==> src/rtl/led_bcm_scanner_if.sv <==
`default_nettype none
// ============================================================================
// Module   : led_bcm_scanner_if
// Brief    : Scanner <-> painter24 bus: pixel coordinates out, registered
//            24-bit colour back one clock later.
// Revision : 1.0 - initial release
// ============================================================================
interface led_bcm_scanner_if;
   logic [9:0]  frame;
   logic [7:0]  subframe;
   logic [5:0]  x;
   logic [5:0]  y;
   logic [23:0] rgb24;

   modport master (output frame, subframe, x, y, input rgb24);
   modport slave  (input frame, subframe, x, y, output rgb24);
endinterface
`default_nettype wire

==> src/rtl/led_bcm_scanner.sv <==
`default_nettype none
// ============================================================================
// Module   : led_bcm_scanner
// Brief    : HUB75 1/32-scan row and BCM bit-plane sequencer; drives painter24
//            coordinates and the panel shift/latch/OE pins.
//            Optional macro LED_BCM_MSB_FIRST_EN runs each row's planes MSB first.
// Revision : 1.0 - initial release
// ============================================================================
module led_bcm_scanner #(
   parameter int WIDTH = 64,
   parameter int ROWS  = 32,
   parameter int BITS  = 8,
   parameter int DELAY = 1
) (
   input  wire logic          clk,
   input  wire logic          resetn,
   led_bcm_scanner_if.master  painter,
   output logic [2:0]         rgb_top,
   output logic [2:0]         rgb_bot,
   output logic [4:0]         addr,
   output logic               sclk,
   output logic               latch,
   output logic               oe_n
);

   localparam int         c_DCW      = $clog2((DELAY << (BITS - 1)) + 1);
   localparam logic [5:0] c_COL_LAST = 6'(WIDTH - 1);
   localparam logic [4:0] c_ROW_LAST = 5'(ROWS - 1);
   localparam logic [5:0] c_ROWS     = 6'(ROWS);
   localparam logic [2:0] c_BOFF     = 3'(8 - BITS);
`ifdef LED_BCM_MSB_FIRST_EN
   localparam logic [2:0] c_P_FIRST  = 3'(BITS - 1);
   localparam logic [2:0] c_P_LAST   = 3'd0;
`else
   localparam logic [2:0] c_P_FIRST  = 3'd0;
   localparam logic [2:0] c_P_LAST   = 3'(BITS - 1);
`endif

   typedef enum logic [1:0] {
      S_SHIFT   = 2'd0,
      S_BLANK   = 2'd1,
      S_LATCH   = 2'd2,
      S_DISPLAY = 2'd3
   } state_t;

   state_t           r_state;
   state_t           w_state_nxt;
   logic [1:0]       r_ph;
   logic [5:0]       r_col;
   logic [4:0]       r_row;
   logic [2:0]       r_plane;
   logic [9:0]       r_frame;
   logic [c_DCW-1:0] r_dcnt;
   logic [5:0]       r_x;
   logic [5:0]       r_y;
   logic [2:0]       r_top_pix;

   logic [2:0]       w_bsel;
   logic [2:0]       w_pix;
   logic [2:0]       w_plane_nxt;
   logic [4:0]       w_row_nxt;
   logic [4:0]       w_row_adv;
   logic             w_col_last;
   logic             w_plane_last;
   logic             w_row_last;
   logic             w_disp_done;

   assign painter.frame    = r_frame;
   assign painter.subframe = {5'd0, r_plane};
   assign painter.x        = r_x;
   assign painter.y        = r_y;

   always_comb begin
      w_bsel       = c_BOFF + r_plane;
      // {B,G,R} bits of the current plane out of the painter word
      w_pix        = {painter.rgb24[{2'd2, w_bsel}],
                      painter.rgb24[{2'd1, w_bsel}],
                      painter.rgb24[{2'd0, w_bsel}]};
      w_col_last   = (r_col == c_COL_LAST);
      w_plane_last = (r_plane == c_P_LAST);
      w_row_last   = (r_row == c_ROW_LAST);
      w_disp_done  = (r_dcnt == '0);
      w_row_nxt    = w_row_last ? 5'd0 : r_row + 5'd1;
      w_row_adv    = w_plane_last ? w_row_nxt : r_row;
`ifdef LED_BCM_MSB_FIRST_EN
      w_plane_nxt  = w_plane_last ? c_P_FIRST : r_plane - 3'd1;
`else
      w_plane_nxt  = w_plane_last ? c_P_FIRST : r_plane + 3'd1;
`endif
   end

   always_comb begin
      w_state_nxt = r_state;
      case (r_state)
         S_SHIFT:   if (r_ph == 2'd3 && w_col_last) w_state_nxt = S_BLANK;
         S_BLANK:   w_state_nxt = S_LATCH;
         S_LATCH:   w_state_nxt = S_DISPLAY;
         S_DISPLAY: if (w_disp_done) w_state_nxt = S_SHIFT;
         default:   w_state_nxt = S_SHIFT;
      endcase
   end

   always_ff @(posedge clk or negedge resetn) begin
      if (!resetn) r_state <= S_SHIFT;
      else         r_state <= w_state_nxt;
   end

   // Each branch performs the action of the phase/state being left on this edge.
   always_ff @(posedge clk or negedge resetn) begin
      if (!resetn) begin
         r_ph      <= 2'd0;
         r_col     <= 6'd0;
         r_row     <= 5'd0;
         r_plane   <= c_P_FIRST;
         r_frame   <= 10'd0;
         r_dcnt    <= '0;
         r_x       <= 6'd0;
         r_y       <= 6'd0;
         r_top_pix <= 3'd0;
         rgb_top   <= 3'd0;
         rgb_bot   <= 3'd0;
         addr      <= 5'd0;
         sclk      <= 1'b0;
         latch     <= 1'b0;
         oe_n      <= 1'b1;
      end else begin
         latch <= 1'b0;
         case (r_state)
            S_SHIFT: begin
               r_ph <= r_ph + 2'd1;
               case (r_ph)
                  2'd0: r_y <= {1'b0, r_row} + c_ROWS;
                  2'd1: r_top_pix <= w_pix;
                  2'd2: begin
                     rgb_top <= r_top_pix;
                     rgb_bot <= w_pix;
                     sclk    <= 1'b0;
                  end
                  default: begin
                     sclk <= 1'b1;
                     if (!w_col_last) begin
                        r_col <= r_col + 6'd1;
                        r_x   <= r_col + 6'd1;
                        r_y   <= {1'b0, r_row};
                     end
                  end
               endcase
            end
            S_BLANK: begin
               sclk  <= 1'b0;
               latch <= 1'b1;
               addr  <= r_row;
            end
            S_LATCH: begin
               oe_n   <= 1'b0;
               r_dcnt <= (c_DCW'(DELAY) << r_plane) - c_DCW'(1);
            end
            default: begin
               if (w_disp_done) begin
                  oe_n    <= 1'b1;
                  r_col   <= 6'd0;
                  r_x     <= 6'd0;
                  r_y     <= {1'b0, w_row_adv};
                  r_plane <= w_plane_nxt;
                  if (w_plane_last) begin
                     r_row <= w_row_nxt;
                     if (w_row_last) r_frame <= r_frame + 10'd1;
                  end
               end else begin
                  r_dcnt <= r_dcnt - c_DCW'(1);
               end
            end
         endcase
      end
   end

endmodule
`default_nettype wire
==> src/flat_wrapper.sv <==
// flat-port wrapper written by rule: the top's interface ports become plain ports
module led_bcm_scanner_flat 
#(
   parameter int WIDTH = 64,
   parameter int ROWS  = 32,
   parameter int BITS  = 8,
   parameter int DELAY = 1
)
  (clk, resetn, rgb_top, rgb_bot, addr, sclk, latch, oe_n, painter_frame, painter_subframe, painter_x, painter_y, painter_rgb24);
  led_bcm_scanner_if painter_i ();
  input  wire logic clk;
  input  wire logic resetn;
  output logic [2:0] rgb_top;
  output logic [2:0] rgb_bot;
  output logic [4:0] addr;
  output logic sclk;
  output logic latch;
  output logic oe_n;
  output wire logic [$bits(painter_i.frame)-1:0] painter_frame;
  output wire logic [$bits(painter_i.subframe)-1:0] painter_subframe;
  output wire logic [$bits(painter_i.x)-1:0] painter_x;
  output wire logic [$bits(painter_i.y)-1:0] painter_y;
  input wire logic [$bits(painter_i.rgb24)-1:0] painter_rgb24;
  assign painter_frame = painter_i.frame;
  assign painter_subframe = painter_i.subframe;
  assign painter_x = painter_i.x;
  assign painter_y = painter_i.y;
  assign painter_i.rgb24 = painter_rgb24;
  led_bcm_scanner #(.WIDTH(WIDTH), .ROWS(ROWS), .BITS(BITS), .DELAY(DELAY)) u_core (.clk(clk), .resetn(resetn), .painter(painter_i), .rgb_top(rgb_top), .rgb_bot(rgb_bot), .addr(addr), .sclk(sclk), .latch(latch), .oe_n(oe_n));
endmodule
==> config.mk <==
export PLATFORM = sky130hd
export DESIGN_NAME = led_bcm_scanner_flat
export DESIGN_NICKNAME = d
export VERILOG_FILES = /design/src/rtl/led_bcm_scanner_if.sv /design/src/rtl/led_bcm_scanner.sv /design/src/flat_wrapper.sv
export SDC_FILE = /design/constraint.sdc
export NUM_CORES = 1
export LEC_CHECK = 0
export CAP_MARGIN = 20
export CORE_MARGIN = 2
export CORE_UTILIZATION = 50
export CTS_BUF_LIST = sky130_fd_sc_hd__clkbuf_16
export CTS_CLUSTER_SIZE = 30
export DETAILED_ROUTE_END_ITERATION = 6
export MAX_ROUTING_LAYER = met4
export PLACE_DENSITY = 0.89
export SYNTH_ARGS = -nofsm -noshare
export SYNTH_HDL_FRONTEND = slang
export SYNTH_SLANG_ARGS = --single-unit
==> constraint.sdc <==
create_clock -name clk -period 2.98 [get_ports clk]
set_clock_uncertainty 0.1 [all_clocks]
set_input_delay 0.298 -clock clk [delete_from_list [all_inputs] [get_ports clk]]
set_output_delay 0.298 -clock clk [all_outputs]
set_load 0.1 [all_outputs]
==> metrics.csv, run 1 <==
stage;metric;value;unit
status;status;finished clean;
worst_setup_path;CP Max Fanout;20;
clock_tree;clock latency on the worst-skew pair;0.33;ns
global_routing;global-route wire length before repair;12900;um
sta;count of pins over their slew limit;0;
sta;min cycle time layout;2.43;ns
sta;highest clock rate;411;MHz
logic_synthesis;Post-synth EDFFs;0;
global_routing;GRT Overall Usage;0.224;
worst_setup_path;Startpoint Class;register;
drt;Pre-Repair DR Iteration Count;5;
cells_and_area;nets;449;
worst_setup_path;Req. time, crit path;3.12;ns
sta;Final setup viols;0;
cells_and_area;Ant. Diodes;0;
logic_synthesis;most common cell in the synthesized netlist;dfrtp_1;
floorplan;die height;87.8;um
logic_synthesis;Seq/Total Area, Yosys;0.421;
worst_setup_path;Crit. End Element;register;
placement;Detail Placement HPWL;5830;um
drt;number of vias in the routed layout;2865;
logic_synthesis;Syn Area/Cell;10.5;um^2
clock_tree;Max H-tree Level;3;
sta;endpoints failing hold;0;
power_and_ir_drop;static leakage;2.08;nW
floorplan;Die Span X;87.8;um
sta;RSZ-0062 raised after global routing;false;
clock_tree;Worst-path clk slew;0.05;ns
power_and_ir_drop;pwr dens;456;nW/um^2
power_and_ir_drop;internal power;1.57;mW
cells_and_area;# fillers;498;
logic_synthesis;asr flop ratio synth;1.00;
logic_synthesis;synth top area cells;dfrtp_1 (41%), ha_1 (8.9%), mux2_2 (6.4%);
logic_synthesis;synth warn;0;
logic_synthesis;Yosys cell types;61;
drt;Vias per Instance;5.74;
worst_hold_path;worst min-delay path category;primary input to asynchronous set/reset pin;
placement;IO Port Bufs;64;
drt;Wirelength per Cell;15.9;um
floorplan;Core ar.;6790;um^2
logic_synthesis;Mapped Area;3510;um^2
power_and_ir_drop;Clk pwr share;0.533;
worst_setup_path;Critical Path AT;2.57;ns
cells_and_area;Area Growth Syn to Fin;26.1;%
drt;DRC;0;
power_and_ir_drop;Switch Pwr;0.441;mW
logic_synthesis;Syn Inst Count;334;
placement;pre-CTS WS;0.566;ns
clock_tree;Root Buffer;clkbuf_16;
job;total of max-cap violations;0;
global_routing;largest net degree at the start of global routing;23;
floorplan;I/O pin count;70;
global_routing;initial antenna violation count;0;
clock_tree;TritonCTS clock tree;yes;
sta;fin crit share;0.816;
cells_and_area;Multi-input gate area;1900;um^2
drt;Post-Route WL;7920;um
sta;total negative slack;0;ns
global_routing;vias in the first global route;2756;
logic_synthesis;top cells by count, synth;dfrtp_1 (58), nand2_1 (29), ha_1 (25);
drt;Post-DRT Antenna Nets;0;
worst_setup_path;WS Path Type;register to register;
cells_and_area;flip-flop and latch area;1480;um^2
logic_synthesis;Yosys top cell by area;dfrtp_1;
worst_setup_path;worst-case reg-to-reg path depth;6;
placement;gp weighted congestion;0.893;
sta;Rel. slew slack;0.581;
cells_and_area;layout cells sized above 1;0.231;
floorplan;Starting Density;0.516;
sta;worst-margin pin slew;0.629;ns
power_and_ir_drop;Seq pwr share;0.403;
logic_synthesis;Post-synth top flop;dfrtp_1;
logic_synthesis;fraction of synthesized cell area taken by the top area cell type;0.414;
floorplan;Rows;30;
clock_tree;clock tree buffer depth;2;
drt;DRT iter0 DRCs;257;
floorplan;Die Area;7700;um^2
clock_tree;TritonCTS buffer count;9;
logic_synthesis;synthesized flop and latch total;59;
power_and_ir_drop;worst IR drop on VDD;300;uV
power_and_ir_drop;Switching Share;0.219;
power_and_ir_drop;Logic pwr share;0.064;
sta;Final WS setup;0.548;ns
clock_tree;clock sink count;59;
clock_tree;PostCTS Resize Cnt;0;
global_routing;total gr overflow;0;
worst_setup_path;R2R Setup Slk;0.55;ns
clock_tree;Post-CTS Setup Bufs;0;
==> power by group through the flow <==
| stage | registers [mW] | logic (mW) | clock network (mW) |
|---|---|---|---|
| after floorplan | 0.856 | 0.0441 | 0 |
| after global placement | 0.825 | 0.127 | 0 |
| after detailed placement | 0.826 | 0.129 | 0 |
| after CTS | 0.812 | 0.130 | 1.08 |
| after global routing | 0.812 | 0.137 | 1.12 |
| final | 0.812 | 0.129 | 1.07 |
==> stage by stage <==
stage / total power, mW / std cells / hold WS [ns] / instance area (um^2) / util
2_1_floorplan: 0.900 / 338 / -0.0976 / 3520 / -
3_3_place_gp: 0.952 / 482 / 0.151 / 4100 / 0.604
3_5_place_dp: 0.955 / 482 / 0.159 / 4100 / 0.604
4_1_cts: 2.03 / 499 / 0.348 / 4420 / 0.651
5_1_grt: 2.07 / 499 / 0.392 / 4420 / 0.651
6_report: 2.02 / 499 / 0.336 / 4420 / 0.651
==> worst paths after layout <==
kind | from | to
setup / recovery | u_core.r_state[0]$_DFFE_PN0P_ | u_core.r_dcnt[5]$_DFFE_PN0P_
min in group clk | u_core.painter.frame[9]$_DFFE_PN0P_ | u_core.painter.frame[9]$_DFFE_PN0P_
hold / removal | resetn | u_core.painter.y[2]$_DFFE_PN0P_
setup reg to reg | u_core.r_state[0]$_DFFE_PN0P_ | u_core.r_dcnt[5]$_DFFE_PN0P_
max in group asynchronous | resetn | u_core.painter.frame[9]$_DFFE_PN0P_
hold reg to reg | u_core.painter.frame[9]$_DFFE_PN0P_ | u_core.painter.frame[9]$_DFFE_PN0P_
==> registers in the layout, indices dropped and copies added (netlist names), 3 cells and up <==
name                  flops
u_core.r_dcnt             8
u_core.r_plane            3
u_core.painter.frame     10
u_core.painter.y          6
u_core.r_col              6
u_core.r_row              5
u_core.rgb_top            3
u_core.addr               5
u_core.rgb_bot            3
u_core.r_top_pix          3
==> cell usage in the layout, fill, tap and decap left out, types with 2 or more instances in the layout <==
master / n
nor4_1: 3
nand2_1: 29
xor2_1: 6
clkdlybuf4s50_1: 24
nor3_1: 7
inv_1: 14
o311a_1: 2
ha_1: 25
nor2b_1: 4
mux2_2: 20
nand2b_1: 3
or3b_2: 2
bufinv_16: 2
o21ai_0: 22
o211ai_1: 4
clkbuf_16: 9
nand3_1: 16
a21oi_1: 8
conb_1: 5
o41ai_1: 3
buf_4: 42
a31oi_1: 2
and3_1: 2
a211oi_1: 2
clkinv_2: 2
dfrtp_1: 58
or3_1: 6
nand4b_1: 2
and2_1: 2
nor2_1: 18
or4_1: 4
mux4_2: 6
and4_1: 2
xnor2_1: 7
mux2i_1: 6
a22oi_1: 3
nand4_1: 4
==> metal layers <==
layer	wire length, um	track usage	part of all wire	up-vias
met5	0	-	0	-
met4	218	0.109	0.028	0
met3	360	0.0396	0.045	26
met2	3910	0.342	0.49	97
met1	3440	0.289	0.43	1400
li1	-	-	-	1342
==> critical path, cell delays in order (launching register included) <==
cell and delay [ns]:
dfrtp_1 0.40, inv_1 0.11, ha_1 0.43, or2_1 0.44
or3_1 0.40, or3_1 0.31, a32oi_1 0.15
==> final cells by class <==
class,count,share of cell area
clock inverters,7,0.0192
multi-input cells,248,0.429
inverters,12,0.0102
clock buffers,9,0.0509
flip-flops and latches,59,0.334
repair buffers,68,0.129
well taps,96,0.0272
==> cell families (layout without fill, tap and decap cells) <==
group,after synthesis,in the layout,share of synthesized area
buffers and inverters,31,96,0.0414
xor gates and xnor gates,13,13,0.0325
muxes,33,33,0.123
other,1,5,0.00107
and+or+nand+nor,112,112,0.178
AOI/OAI and AO/OA,60,60,0.113
adders and majority gates,25,25,0.0892
DFF,59,59,0.421
==> repair_timing <==
| item | in CTS | in global routing |
|---|---|---|
| hold buffers | 1 | 0 |
| endpoints found under the hold margin | 17 | 0 |
| endpoints found under the setup margin | 0 | 0 |
Note: power is estimated with default switching activity, not from simulation.
==> run 2, diff against run 1 <==
--- a/config.mk
+++ b/config.mk
@@ -7,12 +7,12 @@
 export LEC_CHECK = 0
 export CAP_MARGIN = 20
 export CORE_MARGIN = 2
-export CORE_UTILIZATION = 50
+export CORE_UTILIZATION = 47
 export CTS_BUF_LIST = sky130_fd_sc_hd__clkbuf_16
 export CTS_CLUSTER_SIZE = 30
 export DETAILED_ROUTE_END_ITERATION = 6
 export MAX_ROUTING_LAYER = met4
-export PLACE_DENSITY = 0.89
+export PLACE_DENSITY = 0.88
 export SYNTH_ARGS = -nofsm -noshare
 export SYNTH_HDL_FRONTEND = slang
 export SYNTH_SLANG_ARGS = --single-unit
==> constraint.sdc (replaced) <==
create_clock -name clk -period 2.2 [get_ports clk]
set_clock_uncertainty 0.1 [all_clocks]
set_input_delay 0.22 -clock clk [delete_from_list [all_inputs] [get_ports clk]]
set_output_delay 0.22 -clock clk [all_outputs]
set_load 0.1 [all_outputs]
==> run 2 against run 1 <==
Against the previous run:
- sequential cell count is the same
- critical path type unchanged
- largest power group unchanged
- setup slack worse by 0.47 ns
- critical path depth stayed put
- highest routed layer unchanged
==> metrics.csv, run 2 (synthesized netlist as in run 1, its figures left out) <==
stage;metric;value;unit;change
status;status;finished clean;;
drt;Pre-Repair DR Iteration Count;4;;-1
worst_setup_path;Req. time, crit path;2.31;ns;-0.81 ns
placement;Detail Placement HPWL;5830;um;about the same
cells_and_area;most frequent cells in the layout;buf_4 (56), dfrtp_1 (53), nand2_1 (28);;
clock_tree;clock latency on the worst-skew pair;0.33;ns;about the same
global_routing;vias in the first global route;2832;;+2.8%
sta;highest clock rate;471;MHz;+15%
worst_setup_path;CP cell instances;inv_1 > ha_1 > nor4b_4 > a31oi_1 > a311o_2 > mux2_2;;
worst_hold_path;worst min-delay path category;primary input to asynchronous set/reset pin;;
worst_setup_path;WS Path Type;register to register;;
drt;DRT iter0 DRCs;203;;-21%
worst_setup_path;Slowest Stage Delay on Critical Path;0.45;ns;about the same
global_routing;global-route wire length before repair;13600;um;+5.0%
cells_and_area;Layout Utilization;0.632;;-0.0191
clock_tree;Root Buffer;clkbuf_16;;
drt;Vias per Instance;5.64;;-1.8%
clock_tree;TritonCTS buffer count;9;;unchanged
floorplan;Core ar.;7250;um^2;+6.8%
placement;pre-CTS WS;0.0450;ns;-0.521 ns
cells_and_area;flip-flop and latch area;1490;um^2;+0.93%
sta;Rel. slew slack;0.654;;+0.0732
cells_and_area;Multi-input gate area;1950;um^2;+2.7%
global_routing;GRT Overall Usage;0.212;;-0.0125
clock_tree;clock tree buffer depth;2;;unchanged
global_routing;total gr overflow;0;;unchanged
worst_setup_path;Buffers & Inverters on Critical Path;1;;unchanged
clock_tree;clock sink count;59;;unchanged
clock_tree;TritonCTS clock tree;yes;;
floorplan;die height;90.4;um;+3.0%
clock_tree;Max H-tree Level;3;;unchanged
sta;RSZ-0062 raised after global routing;false;;
power_and_ir_drop;static leakage;2.13;nW;+2.4%
floorplan;Starting Density;0.484;;-0.0327
power_and_ir_drop;Switching Share;0.224;;+0.00548
sta;min cycle time layout;2.12;ns;-0.309 ns
worst_setup_path;CP Max Fanout;5;;-75%
power_and_ir_drop;worst IR drop on VDD;291;uV;-2.7%
cells_and_area;nets;464;;+3.3%
power_and_ir_drop;pwr dens;565;nW/um^2;+24%
sta;Final WS setup;0.0761;ns;-0.471 ns
placement;IO Port Bufs;64;;unchanged
sta;fin crit share;0.965;;+0.149
drt;Post-Route WL;8150;um;+2.8%
drt;Wirelength per Cell;15.8;um;-0.56%
drt;Post-DRT Antenna Nets;0;;unchanged
power_and_ir_drop;Clk pwr share;0.508;;-0.025
worst_setup_path;top cell family by delay on the critical path;compound AO/OA/AOI/OAI gates;;
worst_setup_path;Critical Path AT;2.23;ns;-0.34 ns
worst_setup_path;Crit. End Element;register;;
drt;DRC;0;;unchanged
cells_and_area;layout cells sized above 1;0.283;;+0.0522
cells_and_area;max FFs per register;10;;unchanged
global_routing;largest net degree at the start of global routing;60;;+160%
cells_and_area;# fillers;536;;+7.6%
power_and_ir_drop;Seq pwr share;0.425;;+0.022
placement;gp weighted congestion;0.904;;+1.2%
cells_and_area;commonest non-fill, non-tap cell in the layout;buf_4;;
worst_setup_path;Slowest cell on crit path;a311o_2;;
sta;Final setup viols;0;;unchanged
power_and_ir_drop;Switch Pwr;0.581;mW;+32%
floorplan;Die Area;8170;um^2;+6.1%
cells_and_area;Ant. Diodes;0;;unchanged
power_and_ir_drop;Pwr Total;2.59;mW;+28%
drt;number of vias in the routed layout;2910;;+1.6%
power_and_ir_drop;internal power;2.01;mW;+28%
floorplan;I/O pin count;70;;unchanged
job;total of max-cap violations;0;;unchanged
sta;count of pins over their slew limit;0;;unchanged
sta;endpoints failing hold;0;;unchanged
power_and_ir_drop;Logic pwr share;0.068;;+0.004
sta;worst-margin pin slew;0.515;ns;-0.113 ns
global_routing;initial antenna violation count;0;;unchanged
worst_setup_path;Startpoint Class;register;;
clock_tree;Worst-path clk slew;0.05;ns;about the same
floorplan;Rows;31;;+3.3%
floorplan;Die Span X;90.4;um;+3.0%
cells_and_area;Area Growth Syn to Fin;30.7;%;
run 2: changes by cell type in the layout (fill, tap and decap cells not counted), sizes merged:
cell	previous run	this run
clkinv	2	3
buf	43	58
clkinvlp	1	0
bufinv	2	1
run 2: layer usage:
metal / global-route usage / vias up / part of all wire
met4: 0.0949 / 0 / 0.029
li1: - / 1386 / -
met3: 0.0334 / 25 / 0.034
met1: 0.255 / 1425 / 0.42
met2: 0.353 / 74 / 0.51
met5: - / - / 0
run 2: layout make-up:
type,instances,area share
sequential,59,0.325
timing repair buffer,83,0.152
clock inverter,6,0.0112
inverter,12,0.00983
tap,99,0.0270
multi-input combinational,248,0.426
clock buffer,9,0.0491
run 2: power groups by stage:
stage	registers, mW	clock network (mW)	logic [mW]
floorplan	1.16	0	0.0597
global placement	1.12	0	0.173
detailed placement	1.12	0	0.176
CTS	1.10	1.33	0.177
global route	1.10	1.38	0.185
finish	1.10	1.31	0.175
run 2: through the flow:
stage,instance area (um^2),cells,TNS [ns],hold WS [ns]
3_3_place_gp,4260,499,0,0.142
5_1_grt,4580,516,0,0.356
6_report,4580,516,0,0.323
3_5_place_dp,4260,499,0,0.153
2_1_floorplan,3580,338,-0.0288,-0.176
4_1_cts,4550,515,0,0.343
run 2: worst paths after layout:
| kind | startpoint | to | slack [ns] | cells past startpoint |
|---|---|---|---|---|
| hold / removal | resetn | u_core.rgb_top[2]$_DFFE_PN0P_ | 0.32 | 3 |
| setup / recovery | u_core.r_dcnt[0]$_DFFE_PN0P_ | u_core.painter.y[0]$_DFFE_PN0P_ | 0.08 | 6 |
| setup reg to reg | u_core.r_dcnt[0]$_DFFE_PN0P_ | u_core.painter.y[0]$_DFFE_PN0P_ | 0.08 | 6 |
| min in group clk | u_core.painter.frame[9]$_DFFE_PN0P_ | u_core.painter.frame[9]$_DFFE_PN0P_ | 0.37 | 1 |
| hold reg to reg | u_core.painter.frame[9]$_DFFE_PN0P_ | u_core.painter.frame[9]$_DFFE_PN0P_ | 0.37 | 1 |
| max in group asynchronous | resetn | u_core.oe_n$_DFFE_PN1P_ | 1.37 | 3 |
run 2: repair_timing:
item	in CTS	in global routing
buffers inserted	0	1
setup endpoints to repair	0	15
hold buffers	1	0
hold endpoints to repair	58	0
resized for setup	0	6
run 2: worst min-delay path, cell delays in order:
cell and delay, ns:
dlygate4sd3_1 0.52, buf_2 0.12, buf_12 0.27
==> run 3, diff against run 2 <==
--- a/config.mk
+++ b/config.mk
@@ -16,3 +16,4 @@
 export SYNTH_ARGS = -nofsm -noshare
 export SYNTH_HDL_FRONTEND = slang
 export SYNTH_SLANG_ARGS = --single-unit
+export TNS_END_PERCENT = 5
==> run 3 against run 2 <==
Against the previous run:
- cell area decreased by 0.11%
- first-iteration DRC count is 22% lower
- clock-buffer cell count stayed put
- setup slack improved by 0.0045 ns
- clock power is 11% higher
- maximum frequency up 0.21%
- final cell count unchanged
- die area unchanged
- global-route usage up 0.29 points
- routed wire length is 0.91% lower
- non-clock buffer count is the same
==> metrics.csv, run 3 (synthesized netlist as in run 1, its figures left out) <==
stage;metric;value;unit;change
status;status;finished clean;;
placement;Detail Placement HPWL;6000;um;+2.9%
worst_setup_path;Startpoint Class;register;;
drt;Post-DRT Antenna Nets;0;;unchanged
floorplan;Die Area;8170;um^2;unchanged
worst_setup_path;R2R Setup Slk;0.08;ns;about the same
worst_setup_path;Crit. End Element;register;;
global_routing;total gr overflow;0;;unchanged
clock_tree;Worst-path clk slew;0.05;ns;about the same
clock_tree;clock sink count;59;;unchanged
cells_and_area;nets;464;;unchanged
cells_and_area;Layout Utilization;0.631;;-0.000690
sta;total negative slack;0;ns;unchanged
drt;Wirelength per Cell;15.6;um;-0.91%
placement;IO Port Bufs;64;;unchanged
cells_and_area;commonest non-fill, non-tap cell in the layout;buf_4;;
cells_and_area;Area Growth Syn to Fin;30.5;%;
clock_tree;TritonCTS clock tree;yes;;
floorplan;die height;90.4;um;unchanged
worst_setup_path;CP Max Fanout;5;;unchanged
drt;Post-Route WL;8070;um;-0.91%
drt;DRC;0;;unchanged
placement;pre-CTS WS;0.0410;ns;-0.00400 ns
global_routing;GRT Overall Usage;0.215;;+0.00292
placement;Placed Cells;499;;unchanged
placement;Post-DP Area;4240;um^2;-0.47%
cells_and_area;most frequent cells in the layout;buf_4 (57), dfrtp_1 (53), nand2_1 (28);;
sta;min cycle time layout;2.12;ns;-0.00455 ns
clock_tree;clock latency on the worst-skew pair;0.32;ns;about the same
global_routing;vias in the first global route;2949;;+4.1%
floorplan;Starting Density;0.484;;unchanged
worst_setup_path;Req. time, crit path;2.30;ns;about the same
global_routing;largest net degree at the start of global routing;33;;-45%
power_and_ir_drop;worst IR drop on VDD;392;uV;+34%
cells_and_area;layout cells sized above 1;0.290;;+0.00719
power_and_ir_drop;pwr dens;595;nW/um^2;+5.3%
worst_hold_path;worst min-delay path category;primary input to asynchronous set/reset pin;;
sta;worst-margin pin slew;0.547;ns;+0.0321 ns
worst_setup_path;RR Endpoint;u_core.r_dcnt[4]$_DFFE_PN0P_;;
sta;endpoints failing hold;0;;unchanged
floorplan;I/O pin count;70;;unchanged
floorplan;Die Span X;90.4;um;unchanged
floorplan;Core ar.;7250;um^2;unchanged
drt;Pre-Repair DR Iteration Count;4;;unchanged
global_routing;global-route wire length before repair;13900;um;+2.1%
clock_tree;clock tree buffer depth;2;;unchanged
drt;DRT iter0 DRCs;159;;-22%
worst_setup_path;Critical Path AT;2.22;ns;about the same
cells_and_area;post-route insts no fill;516;;unchanged
cells_and_area;fin area;4580;um^2;-0.11%
floorplan;Rows;31;;unchanged
job;total of max-cap violations;0;;unchanged
cells_and_area;max FFs per register;10;;unchanged
global_routing;initial antenna violation count;0;;unchanged
sta;hold slack;0.353;ns;+0.0294 ns
drt;Vias per Instance;5.60;;-0.69%
worst_setup_path;worst-case reg-to-reg path depth;6;;unchanged
sta;Final setup viols;0;;unchanged
power_and_ir_drop;Pwr Total;2.72;mW;+5.2%
worst_setup_path;WS Path Type;register to register;;
clock_tree;TritonCTS buffer count;9;;unchanged
sta;Final WS setup;0.0806;ns;+0.00455 ns
sta;Rel. slew slack;0.633;;-0.0215
worst_setup_path;worst reg2reg path startpoint;u_core.r_dcnt[0]$_DFFE_PN0P_;;
placement;gp weighted congestion;0.928;;+2.6%
sta;highest clock rate;472;MHz;+0.21%
clock_tree;Max H-tree Level;3;;unchanged
cells_and_area;Ant. Diodes;0;;unchanged
sta;RSZ-0062 raised after global routing;false;;
power_and_ir_drop;static leakage;2.13;nW;-0.28%
drt;number of vias in the routed layout;2890;;-0.69%
clock_tree;Root Buffer;clkbuf_16;;
sta;count of pins over their slew limit;0;;unchanged
sta;fin crit share;0.963;;-0.00207
==> run 3: worst max-delay path, cell delays in order, from the launching register on <==
cell     delay, ns
dfrtp_1       0.42
inv_2         0.10
ha_2          0.19
or3b_2        0.48
a21oi_2       0.13
mux2_2        0.33
o221a_2       0.24
==> run 3: worst max-delay path by stage <==
stage,from,cells after the start,to,slack [ns]
after floorplan,u_core.r_plane[1]$_DFFE_PN0P_,10,u_core.r_dcnt[6]$_DFFE_PN0P_,-0.05
after global placement,u_core.r_dcnt[0]$_DFFE_PN0P_,6,u_core.r_dcnt[4]$_DFFE_PN0P_,0.12
after detailed placement,u_core.r_dcnt[0]$_DFFE_PN0P_,6,u_core.r_dcnt[4]$_DFFE_PN0P_,0.04
after CTS,u_core.r_dcnt[0]$_DFFE_PN0P_,6,u_core.r_dcnt[4]$_DFFE_PN0P_,0.03
after global routing,u_core.r_dcnt[0]$_DFFE_PN0P_,6,u_core.r_dcnt[4]$_DFFE_PN0P_,0.002
final,u_core.r_dcnt[0]$_DFFE_PN0P_,6,u_core.r_dcnt[4]$_DFFE_PN0P_,0.08
==> run 3: repair_timing <==
item,4_1_cts,5_1_grt
endpoints found under the setup margin,0,16
setup buffers,0,1
hold endpoints to repair,58,0
resized for setup,0,6
hold buffers,1,0
==> run 3: layout make-up <==
type                    count  area [um^2]
well taps                  99          124
clock buffers               9          225
inverters                  12         45.0
flip-flops and latches     59         1490
fillers                   546         2680
multi-input cells         248         1930
clock inverters             6         81.3
repair buffers             83          683
==> run 3: per-layer routing <==
| metal | track usage | up-vias | share of wire |
|---|---|---|---|
| met3 | 0.0401 | 14 | 0.037 |
| met4 | 0.104 | 0 | 0.019 |
| li1 | - | 1376 | - |
| met1 | 0.256 | 1426 | 0.43 |
| met5 | - | - | 0 |
| met2 | 0.352 | 74 | 0.51 |
==> run 3: report_power, final <==
group / internal [mW] / switching, mW / leakage (nW)
sequential: 1.10 / 0.00473 / 0.766
combinational: 0.0600 / 0.114 / 1.21
clock: 0.975 / 0.475 / 0.149
total: 2.13 / 0.594 / 2.13
